$ cat src/rtl/inst_fetch_req.sv
// Fetch request stage: fetch PC, SRAM-like instruction request and one IF entry.
// IF_ADEF_CHECK_EN enables misaligned fetch exceptions (ADEF).
module inst_fetch_req #(
   parameter logic [31:0] RESET_PC = 32'h1c000000
) (
   input  logic        clk,
   input  logic        rst,
   input  logic        out_ready,
   output logic        out_valid,
   output logic [31:0] PC_out,
   output logic [31:0] inst_out,
   output logic        inst_valid_out,
   output logic        discard_out,
   output logic        has_exception_out,
   output logic [5:0]  ecode_out,
   output logic [8:0]  esubcode_out,
   output logic        inst_req,
   output logic        inst_wr,
   output logic [1:0]  inst_size,
   output logic [31:0] inst_addr,
   output logic [3:0]  inst_wstrb,
   output logic [31:0] inst_wdata,
   input  logic        inst_addr_ok,
   input  logic        inst_data_ok,
   input  logic [31:0] inst_rdata,
   input  logic        br_taken,
   input  logic [31:0] br_target,
   input  logic        ex_flush,
   input  logic [31:0] ex_entry,
   input  logic        ertn_flush,
   input  logic [31:0] era
);

   logic [31:0] fetch_pc;
   logic [31:0] redir_pc;
   logic [31:0] redir_tgt;
   logic [31:0] next_addr;
   logic [31:0] req_addr;
   logic        if_valid;
   logic        pending;
   logic        drop;
   logic        redir_valid;
   logic        redirect;
   logic        can_issue;
   logic        aligned;
   logic        adef;
   logic        hs;
   logic        handoff;

   assign inst_wr    = 1'b0;
   assign inst_size  = 2'd2;
   assign inst_wstrb = 4'h0;
   assign inst_wdata = 32'h0;

   assign redirect  = ex_flush | ertn_flush | br_taken;
   assign next_addr = redir_valid ? redir_pc : fetch_pc;

   always_comb begin
      redir_tgt = br_target;
      if (ex_flush)
         redir_tgt = ex_entry;
      else if (ertn_flush)
         redir_tgt = era;
   end

`ifdef IF_ADEF_CHECK_EN
   assign aligned  = (next_addr[1:0] == 2'b00);
   assign req_addr = next_addr;
`else
   // Low address bits are ignored rather than trapped.
   assign aligned  = 1'b1;
   assign req_addr = next_addr & ~32'h3;
`endif

   assign can_issue = !rst && !pending && !drop &&
                      (!if_valid || out_ready) && !redirect;
   assign inst_req  = can_issue && aligned;
   assign inst_addr = req_addr;
   assign hs        = inst_req && inst_addr_ok;
   assign adef      = can_issue && !aligned;
   assign handoff   = if_valid && out_ready && !redirect;

   assign out_valid   = if_valid;
   assign discard_out = !rst && redirect && pending && !inst_data_ok;

   always_ff @(posedge clk) begin
      if (rst) begin
         fetch_pc          <= RESET_PC;
         redir_pc          <= 32'h0;
         redir_valid       <= 1'b0;
         if_valid          <= 1'b0;
         pending           <= 1'b0;
         drop              <= 1'b0;
         PC_out            <= 32'h0;
         inst_out          <= 32'h0;
         inst_valid_out    <= 1'b0;
         has_exception_out <= 1'b0;
         ecode_out         <= 6'h0;
         esubcode_out      <= 9'h0;
      end else begin
         // Responses only count while a request is outstanding.
         if (inst_data_ok && pending) begin
            pending <= 1'b0;
            if (drop) begin
               drop <= 1'b0;
            end else if (if_valid && !inst_valid_out &&
                         !handoff && !redirect) begin
               inst_out       <= inst_rdata;
               inst_valid_out <= 1'b1;
            end
         end
         if (redirect) begin
            if_valid    <= 1'b0;
            redir_valid <= 1'b1;
            redir_pc    <= redir_tgt;
            if (pending && !inst_data_ok)
               drop <= 1'b1;
         end else if (hs) begin
            if_valid          <= 1'b1;
            PC_out            <= req_addr;
            inst_valid_out    <= 1'b0;
            has_exception_out <= 1'b0;
            ecode_out         <= 6'h0;
            esubcode_out      <= 9'h0;
            pending           <= 1'b1;
            fetch_pc          <= req_addr + 32'd4;
            redir_valid       <= 1'b0;
         end else if (adef) begin
            if_valid          <= 1'b1;
            PC_out            <= next_addr;
            inst_out          <= 32'h0;
            inst_valid_out    <= 1'b1;
            has_exception_out <= 1'b1;
            ecode_out         <= 6'h08;
            esubcode_out      <= 9'h0;
         end else if (handoff) begin
            if_valid <= 1'b0;
         end
      end
   end

endmodule

$ cat config.mk
export PLATFORM = sky130hd
export DESIGN_NAME = inst_fetch_req
export DESIGN_NICKNAME = d
export VERILOG_FILES = /design/src/rtl/inst_fetch_req.sv
export SDC_FILE = /design/constraint.sdc
export NUM_CORES = 1
export LEC_CHECK = 0
export ABC_AREA = 1
export BUFFER_PORTS_ARGS = -buffer_cell sky130_fd_sc_hd__buf_2
export CORE_MARGIN = 3
export CORE_UTILIZATION = 44
export CTS_BUF_LIST = sky130_fd_sc_hd__clkbuf_16
export CTS_CLUSTER_DIAMETER = 30
export DETAILED_ROUTE_END_ITERATION = 8
export HOLD_SLACK_MARGIN = 0.1
export PLACE_DENSITY_LB_ADDON = 0.15
export SETUP_SLACK_MARGIN = 0.15
export SLEW_MARGIN = 20
export SYNTH_ARGS = -nofsm -noshare
export SYNTH_HDL_FRONTEND = slang
export SYNTH_SLANG_ARGS = --single-unit
$ cat constraint.sdc
create_clock -name clk -period 2.1 [get_ports clk]
set_input_delay 0.105 -clock clk [delete_from_list [all_inputs] [get_ports clk]]
set_output_delay 0.105 -clock clk [all_outputs]
set_load 0.02 [all_outputs]
==> flow_metrics.env <==
export IMPL_clkTransAtPathRegs_ns=0.05
export IMPL_rows=45
export IMPL_insertion_delay_ns=0.41
export IMPL_startpoint="redir_valid"
export IMPL_synthAdderAreaFrac=0.001820
export IMPL_die_width_um=131.0
export IMPL_synth_seq_cells=127
export IMPL_critical_path_cell_chain="clkbuf_16 -> inv_8 -> nand2_1 -> nand2_4 -> nand2_2 -> nor2_4 -> inv_2 -> nor2_8 -> nand3_2 -> nand2_1 -> nand3_1 -> nand2_1 -> inv_1"
export IMPL_maxCapViolCount=0
export IMPL_overflow=0
export IMPL_cts_tree="built"
export IMPL_grt_pass1_vias=6422
export IMPL_die_y_um=131.0
export IMPL_setup_viol=0
export IMPL_io_pins=291
export IMPL_crit_buf_inv=4
export IMPL_tightestPinTransition_ns=0.5030
export IMPL_antenna_left=0
export IMPL_dr_pass1_iters=5
export IMPL_endpoint="fetch_pc[19]"
export IMPL_grt_setup_unrepaired="yes"
export IMPL_synth_xor_area_share=0.003822
export IMPL_slew_viol_final=0
export IMPL_numCtsBuffers=17
export IMPL_max_slew_margin=0.6647
export IMPL_antenna_found_initial=0
export IMPL_p_leak_nw=4.675
export IMPL_nets=1441
export IMPL_grt_usage=0.2358
export IMPL_slowest_stage="dfxtp_4"
export IMPL_diodes=0
export IMPL_synth_edff_count=0
export IMPL_top_layer="met4"
export IMPL_drt_first_iter_violations=371
export IMPL_endpoint_kind="register"
export IMPL_path_max_fanout=13
export IMPL_port_buffer_count=225
export IMPL_wl_met3_um=1308
export IMPL_gp_congestion=0.8889
export IMPL_synth_area_mux_share=0
export IMPL_via_count=7208
export IMPL_synth_seq_area_share=0.3699
export IMPL_async_reset_ff_frac=0
export IMPL_whs_ns=0.1521
export IMPL_cts_buffer_depth=2
export IMPL_post_synth_top_area_cell="dfxtp_1"
export IMPL_p_sw_frac=0.2688
export IMPL_period_share=0.9094
export IMPL_start_util=0.4505
export IMPL_netlist_cell_type_count=42
export IMPL_rrSetupSlack_ns=0.19
export IMPL_mostFrequentLayoutCell="buf_2"
export IMPL_dpl_hpwl_um=14680
export IMPL_layout_drive_gt1_share=0.2768
export IMPL_crit_type="register to register"
export IMPL_p_seq_frac=0.413
export IMPL_p_switching_mw=1.640
export IMPL_clkPwrFrac=0.423
export IMPL_multi_input_area_um2=3583
export IMPL_r2r_start="redir_valid"
export IMPL_required_ns=2.41
export IMPL_power_density_nw_per_um2=632.1
export IMPL_synth_area_um2=6874
export IMPL_synth_compound_area_frac=0.1653
export IMPL_hold_violations=0
export IMPL_synth_top_family_by_area="simple AND/OR/NAND/NOR gates"
export IMPL_wire_per_inst_um=13.76
export IMPL_cpLargestDelayFamily="simple AND/OR/NAND/NOR gates"
export IMPL_fin_total_pwr_mw=6.103
export IMPL_synth_top_area_share=0.3699
export IMPL_wl_met1_um=9760
export IMPL_period_needed_ns=1.910
export IMPL_outcome="finished, final reports clean"
export IMPL_yosys_area_share_simple=0.3016
export IMPL_cp_slowest_stage_delay_ns=0.37
export IMPL_fin_worst_skew_ns=0.007920
export IMPL_htree_levels=4
export IMPL_arrival_ns=2.22
export IMPL_regToRegEndpoint="fetch_pc[19]"
export IMPL_crit_path_frequent_cell="nand2_1"
export IMPL_worst_r2r_cell_count=13
export IMPL_grt_max_degree=61
export IMPL_internal_power_mw=4.463
export IMPL_n_fill_cell=1438
export IMPL_area_growth_pct=40.46
export IMPL_grt_pass1_wl_um=32020
export IMPL_clock_sinks=127
export IMPL_hp_class="primary input to register"
export IMPL_yosysWarnings=0
export IMPL_cts_root_buf="clkbuf_16"
export IMPL_vdd_drop_max_mv=0.5686
export IMPL_yosys_most_used_dff="dfxtp_1"
export IMPL_drc=0
export IMPL_cp_start_kind="register"
export IMPL_avgViaCountPerCell=4.723
export IMPL_ys_top_cells_by_area="dfxtp_1, nand2_1, nor2_1, buf_4, o21ai_0"
export IMPL_fmax_mhz=523.6
export IMPL_tns_ns=0
export IMPL_layout_common_cells="buf_2, nand2_1, nor2_1"
export IMPL_syn_area_per_cell_um2=6.965
export IMPL_wl_met2_um=9505
export IMPL_path_depth=13
export IMPL_core_um2=15260
export IMPL_routed_wl_um=21000
export IMPL_share_comb_of_total_power=0.164
export IMPL_synthCells=987
export IMPL_die_area_um2=17160
export IMPL_ff_latch_area_um2=2546
## how the worst min path moves through the flow
| stage | cells past startpoint | slack [ns] | end | from |
|---|---|---|---|---|
| after floorplan | 1 | 0.26 | PC_out[4] | inst_addr_ok |
| after global placement | 3 | 0.35 | inst_out[21] | inst_rdata[21] |
| after detailed placement | 3 | 0.36 | inst_out[31] | inst_rdata[31] |
| after CTS | 6 | 0.14 | out_valid | br_taken |
| after global routing | 6 | 0.19 | out_valid | br_taken |
| final | 6 | 0.15 | out_valid | br_taken |
## layout make-up
| class | instances | share of cell area |
|---|---|---|
| Clock buffer | 17 | 0.04406 |
| Clock inverter | 13 | 0.008682 |
| Inverter | 86 | 0.03641 |
| Multi-Input combinational cell | 718 | 0.3711 |
| Sequential cell | 127 | 0.2637 |
| Tap cell | 211 | 0.02734 |
| Timing Repair Buffer | 352 | 0.2463 |
| Timing Repair inverter | 2 | 0.002333 |
## metal layers
layer / vias up / GRT usage
met5: - / 0
met4: 0 / 0.06897
met3: 32 / 0.04268
met2: 269 / 0.3713
met1: 3192 / 0.3306
li1: 3715 / -
## Yosys cell counts (2+ instances only)
| library cell | instances |
|---|---|
| o21a_1 | 2 |
| xor2_1 | 3 |
| a21oi_1 | 13 |
| inv_1 | 79 |
| dfxtp_1 | 127 |
| o21ai_1 | 3 |
| o211a_1 | 2 |
| nor2_4 | 6 |
| buf_12 | 3 |
| o211ai_1 | 30 |
| a211oi_1 | 11 |
| nand3_2 | 3 |
| clkbuf_1 | 35 |
| inv_2 | 6 |
| buf_2 | 11 |
| nor3_1 | 9 |
| nand2_2 | 34 |
| conb_1 | 2 |
| nor2_1 | 142 |
| nand3_1 | 34 |
| a31oi_1 | 32 |
| nor2_8 | 2 |
| nor2_2 | 8 |
| nand4_1 | 7 |
| o21ai_2 | 3 |
| buf_6 | 2 |
| o21ai_0 | 86 |
| nand2_1 | 211 |
| or2_2 | 2 |
| buf_4 | 61 |
| o21bai_1 | 2 |
| nand2_4 | 5 |
| a22o_1 | 2 |
## stage by stage
step | util | area [µm²] | setup WS [ns] | instances
floorplan | - | 7122 | 0.1521 | 1044
global placement | 0.5193 | 7924 | 0.1240 | 1382
detailed placement | 0.5193 | 7924 | 0.08278 | 1382
CTS | 0.6163 | 9404 | 0.1789 | 1508
global route | 0.6328 | 9656 | 0.1008 | 1526
finish | 0.6328 | 9656 | 0.1902 | 1526
## flip-flops by register name, summed over array words and instances (netlist names), named ones only
name            flops
fetch_pc           30
PC_out             30
redir_pc           30
pending             1
out_valid           1
inst_valid_out      1
inst_out           32
redir_valid         1
## power groups by stage
stage	clock [mW]	combinational [mW]	sequential, mW
floorplan	0	0.604	2.57
global placement	0	0.789	2.57
detailed placement	0	0.790	2.57
CTS	2.63	0.953	2.52
global route	2.73	1.10	2.53
finish	2.58	1.00	2.52
## worst reg2reg max path, cell delays in order, from the launching register on
cell	delay, ns
dfxtp_4	0.37
clkbuf_16	0.20
inv_8	0.13
nand2_1	0.11
nand2_4	0.12
nand2_2	0.08
nor2_4	0.15
inv_2	0.10
nor2_8	0.17
nand3_2	0.13
nand2_1	0.08
nand3_1	0.07
nand2_1	0.06
inv_1	0.04
## logic make-up (layout without fill, tap and decap cells)
kind of cell / Yosys count / count (layout)
AOI/OAI and AO/OA: 189 / 189
xor gates and xnor gates: 3 / 3
adders and majority gates: 1 / 1
buffers and inverters: 200 / 470
DFF: 127 / 127
other: 2 / 59
and+or+nand+nor: 465 / 466
## repair_timing
item	CTS	global route
setup endpoints to repair	6	14
endpoints found under the hold margin	66	0
gates cloned	0	4
hold buffers	96	0
resized for setup	3	18
pin swaps	1	8
setup buffers	0	14
(Power assumes the default switching activity.)
